**config.mk**
```make
export PLATFORM = sky130hd
export DESIGN_NAME = div_seq_nb
export DESIGN_NICKNAME = d
export VERILOG_FILES = /design/src/rtl/div_seq_nb.sv
export SDC_FILE = /design/constraint.sdc
export NUM_CORES = 1
export LEC_CHECK = 0
export CORE_MARGIN = 10
export CORE_UTILIZATION = 45
export CTS_CLUSTER_SIZE = 30
export DETAILED_ROUTE_END_ITERATION = 16
export PLACE_DENSITY = 0.76
export SLEW_MARGIN = 10
export SYNTH_ARGS = -nofsm -noshare
export SYNTH_HDL_FRONTEND = slang
export SYNTH_SLANG_ARGS = --single-unit
```
**constraint.sdc**
```tcl
create_clock -name clk_i -period 5.7 [get_ports clk_i]
set_input_delay 1.14 -clock clk_i [delete_from_list [all_inputs] [get_ports clk_i]]
set_output_delay 1.14 -clock clk_i [all_outputs]
set_load 0.05 [all_outputs]
```
**src/rtl/div_seq_nb.sv**
```systemverilog
// Sequential restoring divider, signed or unsigned per operation, WIDTH-bit quotient and remainder.
// Latency: init edge k -> done_o in cycle k+N+2, N = WIDTH/BITS_PER_CYCLE, fixed for every operand pair.
// Backpressure: none; init_i is ignored while busy_o or done_o is high, and results hold until the next done_o.
// Ports: clk_i/rst_i clock and synchronous active-high reset; init_i/signed_i/divided_i/divisor_i start an op;
//        busy_o/done_o status; dbz_o/quotient_o/remainder_o registered results.
module div_seq_nb #(
  parameter int unsigned WIDTH          = 64,
  parameter int unsigned BITS_PER_CYCLE = 1
) (
  input  logic             clk_i,
  input  logic             rst_i,
  input  logic             init_i,
  input  logic             signed_i,
  input  logic [WIDTH-1:0] divided_i,
  input  logic [WIDTH-1:0] divisor_i,
  output logic             busy_o,
  output logic             done_o,
  output logic             dbz_o,
  output logic [WIDTH-1:0] quotient_o,
  output logic [WIDTH-1:0] remainder_o
);

  localparam int unsigned N  = WIDTH / BITS_PER_CYCLE;
  localparam int unsigned CW = (N > 1) ? $clog2(N) : 1;

  typedef enum logic [1:0] {IDLE, PREP, CALC, FIX} state_e;

  state_e           state_q, state_d;
  logic             signed_q, quo_neg_q, rem_neg_q, zdiv_q;
  // dvd_q holds the dividend magnitude and is refilled from the bottom with quotient bits.
  logic [WIDTH-1:0] dvd_q, dvs_q, rem_q;
  logic [CW-1:0]    cnt_q;
  logic [WIDTH-1:0] quo_out_q, rem_out_q;
  logic             dbz_out_q;

  logic [WIDTH-1:0] dvd_mag, dvs_mag;
  logic [WIDTH-1:0] acc_c, rem_c, quo_fix_c, rem_fix_c;
  logic [WIDTH:0]   shifted_c;

  // The magnitude of the most negative value is 2^(WIDTH-1), which fits as WIDTH-bit unsigned.
  assign dvd_mag = (signed_q && dvd_q[WIDTH-1]) ? -dvd_q : dvd_q;
  assign dvs_mag = (signed_q && dvs_q[WIDTH-1]) ? -dvs_q : dvs_q;

  always_comb begin
    state_d = state_q;
    busy_o  = 1'b0;
    done_o  = 1'b0;
    case (state_q)
      IDLE: if (init_i) state_d = PREP;
      PREP: begin
        busy_o  = 1'b1;
        state_d = CALC;
      end
      CALC: begin
        busy_o = 1'b1;
        if (cnt_q == '0) state_d = FIX;
      end
      FIX: begin
        busy_o  = 1'b1;
        done_o  = 1'b1;
        state_d = IDLE;
      end
      default: state_d = IDLE;
    endcase
  end

  // BITS_PER_CYCLE chained restoring steps. The shifted partial remainder can reach
  // 2^(WIDTH+1)-1 for large unsigned divisors, hence the one-bit-wider compare.
  always_comb begin
    acc_c     = dvd_q;
    rem_c     = rem_q;
    shifted_c = '0;
    for (int b = 0; b < int'(BITS_PER_CYCLE); b++) begin
      shifted_c = {rem_c, acc_c[WIDTH-1]};
      acc_c     = {acc_c[WIDTH-2:0], 1'b0};
      if (shifted_c >= {1'b0, dvs_q}) begin
        rem_c    = WIDTH'(shifted_c - {1'b0, dvs_q});
        acc_c[0] = 1'b1;
      end else begin
        rem_c = shifted_c[WIDTH-1:0];
      end
    end
    // Divide by zero naturally yields rem = |dividend|; only the quotient needs forcing.
    quo_fix_c = zdiv_q ? '1 : (quo_neg_q ? -acc_c : acc_c);
    rem_fix_c = rem_neg_q ? -rem_c : rem_c;
  end

  always_ff @(posedge clk_i) begin
    if (rst_i) begin
      state_q   <= IDLE;
      signed_q  <= 1'b0;
      quo_neg_q <= 1'b0;
      rem_neg_q <= 1'b0;
      zdiv_q    <= 1'b0;
      dvd_q     <= '0;
      dvs_q     <= '0;
      rem_q     <= '0;
      cnt_q     <= '0;
      quo_out_q <= '0;
      rem_out_q <= '0;
      dbz_out_q <= 1'b0;
    end else begin
      state_q <= state_d;
      case (state_q)
        IDLE: begin
          if (init_i) begin
            signed_q <= signed_i;
            dvd_q    <= divided_i;
            dvs_q    <= divisor_i;
          end
        end
        PREP: begin
          dvd_q     <= dvd_mag;
          dvs_q     <= dvs_mag;
          quo_neg_q <= signed_q & (dvd_q[WIDTH-1] ^ dvs_q[WIDTH-1]);
          rem_neg_q <= signed_q & dvd_q[WIDTH-1];
          zdiv_q    <= (dvs_q == '0);
          rem_q     <= '0;
          cnt_q     <= CW'(N - 1);
        end
        CALC: begin
          dvd_q <= acc_c;
          rem_q <= rem_c;
          cnt_q <= cnt_q - CW'(1);
          // Results land on the edge entering FIX so they are valid in the done_o cycle.
          if (cnt_q == '0) begin
            quo_out_q <= quo_fix_c;
            rem_out_q <= rem_fix_c;
            dbz_out_q <= zdiv_q;
          end
        end
        default: ;
      endcase
    end
  end

  assign quotient_o  = quo_out_q;
  assign remainder_o = rem_out_q;
  assign dbz_o       = dbz_out_q;

endmodule

```
==> results of run 1 <==
==> area by class of cell <==
type | instances | area (sq um)
Clock buffer | 60 | 1230
Clock inverter | 14 | 109
Fill cell | 5539 | 25900
Inverter | 106 | 400
Multi-Input combinational cell | 2913 | 17500
Sequential cell | 333 | 6670
Tap cell | 756 | 946
Timing Repair Buffer | 370 | 3480
==> kinds of logic after synthesis <==
logic type	Yosys count	share of synthesized area [%]
multiplexers	40	1.61
AND/OR/NAND/NOR	1529	28.8
XOR/XNOR	127	4.37
buffers and inverters	391	6.02
adder cells (fa/ha/maj)	76	3.76
AO/OA/AOI/OAI	1141	29.3
flip-flops	333	26.2
==> worst min-delay path by stage <==
stage,startpoint,endpoint,slack [ns],depth (start not counted)
floorplan,signed_q$_SDFFE_PP0P_,signed_q$_SDFFE_PP0P_,0.46,2
CTS,remainder_o[13]$_SDFFE_PP0P_,remainder_o[13]$_SDFFE_PP0P_,0.45,2
detailed placement,remainder_o[37]$_SDFFE_PP0P_,remainder_o[37]$_SDFFE_PP0P_,0.44,2
global placement,remainder_o[39]$_SDFFE_PP0P_,remainder_o[39]$_SDFFE_PP0P_,0.44,2
finish,remainder_o[60]$_SDFFE_PP0P_,remainder_o[60]$_SDFFE_PP0P_,0.45,2
global route,remainder_o[15]$_SDFFE_PP0P_,remainder_o[15]$_SDFFE_PP0P_,0.47,2
==> report_power, final <==
group          internal [W]  leakage [nW]  switching [W]
logic               0.00317          8.05        0.00657
clock network       0.00151         0.662        0.00115
registers           0.00285          2.71       0.000787
total               0.00753          11.4        0.00851
==> worst max-delay path, stage by stage, from the launching register on <==
cell	delay [ns]
dfxtp_1	0.29
buf_4	0.17
inv_1	0.08
ha_1	0.20
inv_1	0.07
fa_1	0.42
a21o_1	0.21
a221o_1	0.45
a21oi_2	0.41
a211oi_1	0.24
nor3_1	0.48
o2bb2ai_1	0.21
xnor2_1	0.18
o41ai_1	0.61
nand3_1	0.36
nor4_1	0.45
a311oi_1	0.16
nor4_1	0.28
==> per-stage QoR <==
step                setup TNS (ns)  cells  utilization (%)  hold WS (ns)
floorplan                        0   3637                -         0.463
global placement                 0   4475             51.4         0.440
detailed placement               0   4475             51.4         0.445
CTS                              0   4549             53.7         0.452
global route               -0.0144   4552             53.9         0.475
finish                           0   4552             53.9         0.450
==> registers in the layout, indices dropped and copies added (netlist names), 2 cells and up <==
signal,cells
dvd_q,64
quotient_o,64
cnt_q,6
rem_q,64
remainder_o,64
dvs_q,64
state_q,2
==> per-layer routing <==
metal | vias to the layer above | wire [um] | global-route usage, %
li1 | 13600 | - | -
met1 | 13700 | 45200 | 41.1
met2 | 1620 | 47300 | 47.7
met3 | 265 | 10100 | 5.23
met4 | 4 | 4710 | 11.6
met5 | - | 27 | 0
==> layout by cell type, fill, tap and decap left out, types with 64 or more instances in the layout <==
cell,synthesis,routed
a211oi_1,95,91
a21oi_1,335,333
a22oi_1,91,91
and3_1,64,64
buf_4,0,105
clkdlybuf4s50_1,0,261
dfxtp_1,333,331
ha_1,75,69
inv_1,103,102
nand2_1,403,400
nand3_1,98,98
nor2_1,497,492
nor3_1,124,122
o21ai_0,226,225
xor2_1,77,77
==> repair_timing <==
action,CTS,global route
resized for setup,0,16
endpoints found under the setup margin,0,13
buffers inserted,0,3
hold buffers,0,0
==> run metrics, run 1 <==
status finished clean; vias in the first global route roughly 26000; Synth area leader dfxtp_1; Pwr Density roughly 530 nW/um^2; layout cells sized above 1 roughly 7.2%; antenna violations before repair 3; Die Y-Extent around 260 um; Worst Path Arrival 5.87 ns; Worst Skew around 0.028 ns; WL per Instance 23.6 um; cts bufs inserted 42; Most used DFF post-synth dfxtp_1; H-tree depth 2; top cells by count, synth nor2_1 (497), nand2_1 (403), a21oi_1 (335), dfxtp_1 (333), clkbuf_1 (237); RR Endpoint remainder_o[63]$_SDFFE_PP0P_; worst min path class reg -> reg; dpl ws around 0.21 ns; Max-slew headroom between 20% and 30%; reg2reg setup slack about 0.32 ns; post-DR vias/cell 6.42; critical path endpoint category register; first-pass GRT wire length between 150000 and 200000 um; clock slew at reported path FFs approximately 0.06 ns; crit path launch dvd_q[63]$_SDFFE_PP0P_; diode count 0; Post-synth ARST share 0%; Setup violations, final 0; CTS max path bufs 3; drt pass-1 iters 8; Final min period roughly 5.4 ns; Hold Fails Final Rpt 0; R2R depth 17; most instantiated library cell after synthesis nor2_1; num rows 87; DR iter-0 viols 3643; maximum vdd drop between 0.0006 and 0.0007 V; fin area between 30000 and 40000 sq um; RD Place Congestion 1.01; core area between 50000 and 60000 sq um; Starting Density between 40% and 50%; max_cap viols 0; Syn-to-layout area delta 18.9%; routed vias about 29000; Synth cell types between 90 and 100; CP Launch Type register; Final HPWL DP ~81000 um; Leakage approximately 11 nW; synth top area cells dfxtp_1 (26%), nor2_1 (7.3%), a21oi_1 (6.6%), nand2_1 (5.9%), o21ai_0 (4.4%); Mapped Cells between 3000 and 4000; Yosys top cell area share about a quarter; CP Capture Point remainder_o[63]$_SDFFE_PP0P_; clk_lat worst skew approximately 0.59 ns; largest net degree at the start of global routing 110; Synth Cell Area about 25000 sq um; Syn Nets approximately 3800; Critical Path Fanout Max 7; CTS root buf clkbuf_16; # port buffers between 200 and 300; Worst Max-Slew Pin Slew 1.08 ns; # nets final approximately 4000; final worst path period share around 94%; Post-synth EDFFs 0; Mapped Avg Cell Area ~7.0 sq um; I/O Pins approximately 260; dpl cell area about 29000 sq um; die width ~260 um; GRT overflow 0; Overall Global Routing Usage a little under a third; Power, Total roughly 0.016 W; Die Footprint roughly 66000 sq um; worst r2r src dvd_q[63]$_SDFFE_PP0P_; final worst slack 0.322 ns; # DRC 0; # clock sinks 333; Synth Register Bits between 300 and 400; worst endpoint required time between 6 and 7 ns; clock tree from TritonCTS built; Max Fclk about 0.19 GHz; final WL approximately 110000 um; Crit Path Category reg -> reg; Slew Limit Fails 0; total number of yosys warnings 0; ANT nets after route 0; post-synthesis sequential area ratio a little over a quarter
Power figures use the tool's default switching activity.
==> inputs of run 2 (changes only) <==
--- a/config.mk
+++ b/config.mk
@@ -14,3 +14,4 @@
 export SYNTH_ARGS = -nofsm -noshare
 export SYNTH_HDL_FRONTEND = slang
 export SYNTH_SLANG_ARGS = --single-unit
+export TNS_END_PERCENT = 20
==> results of run 2 <==
No change in the layout: final DEF, timing and power equal those of run 1.
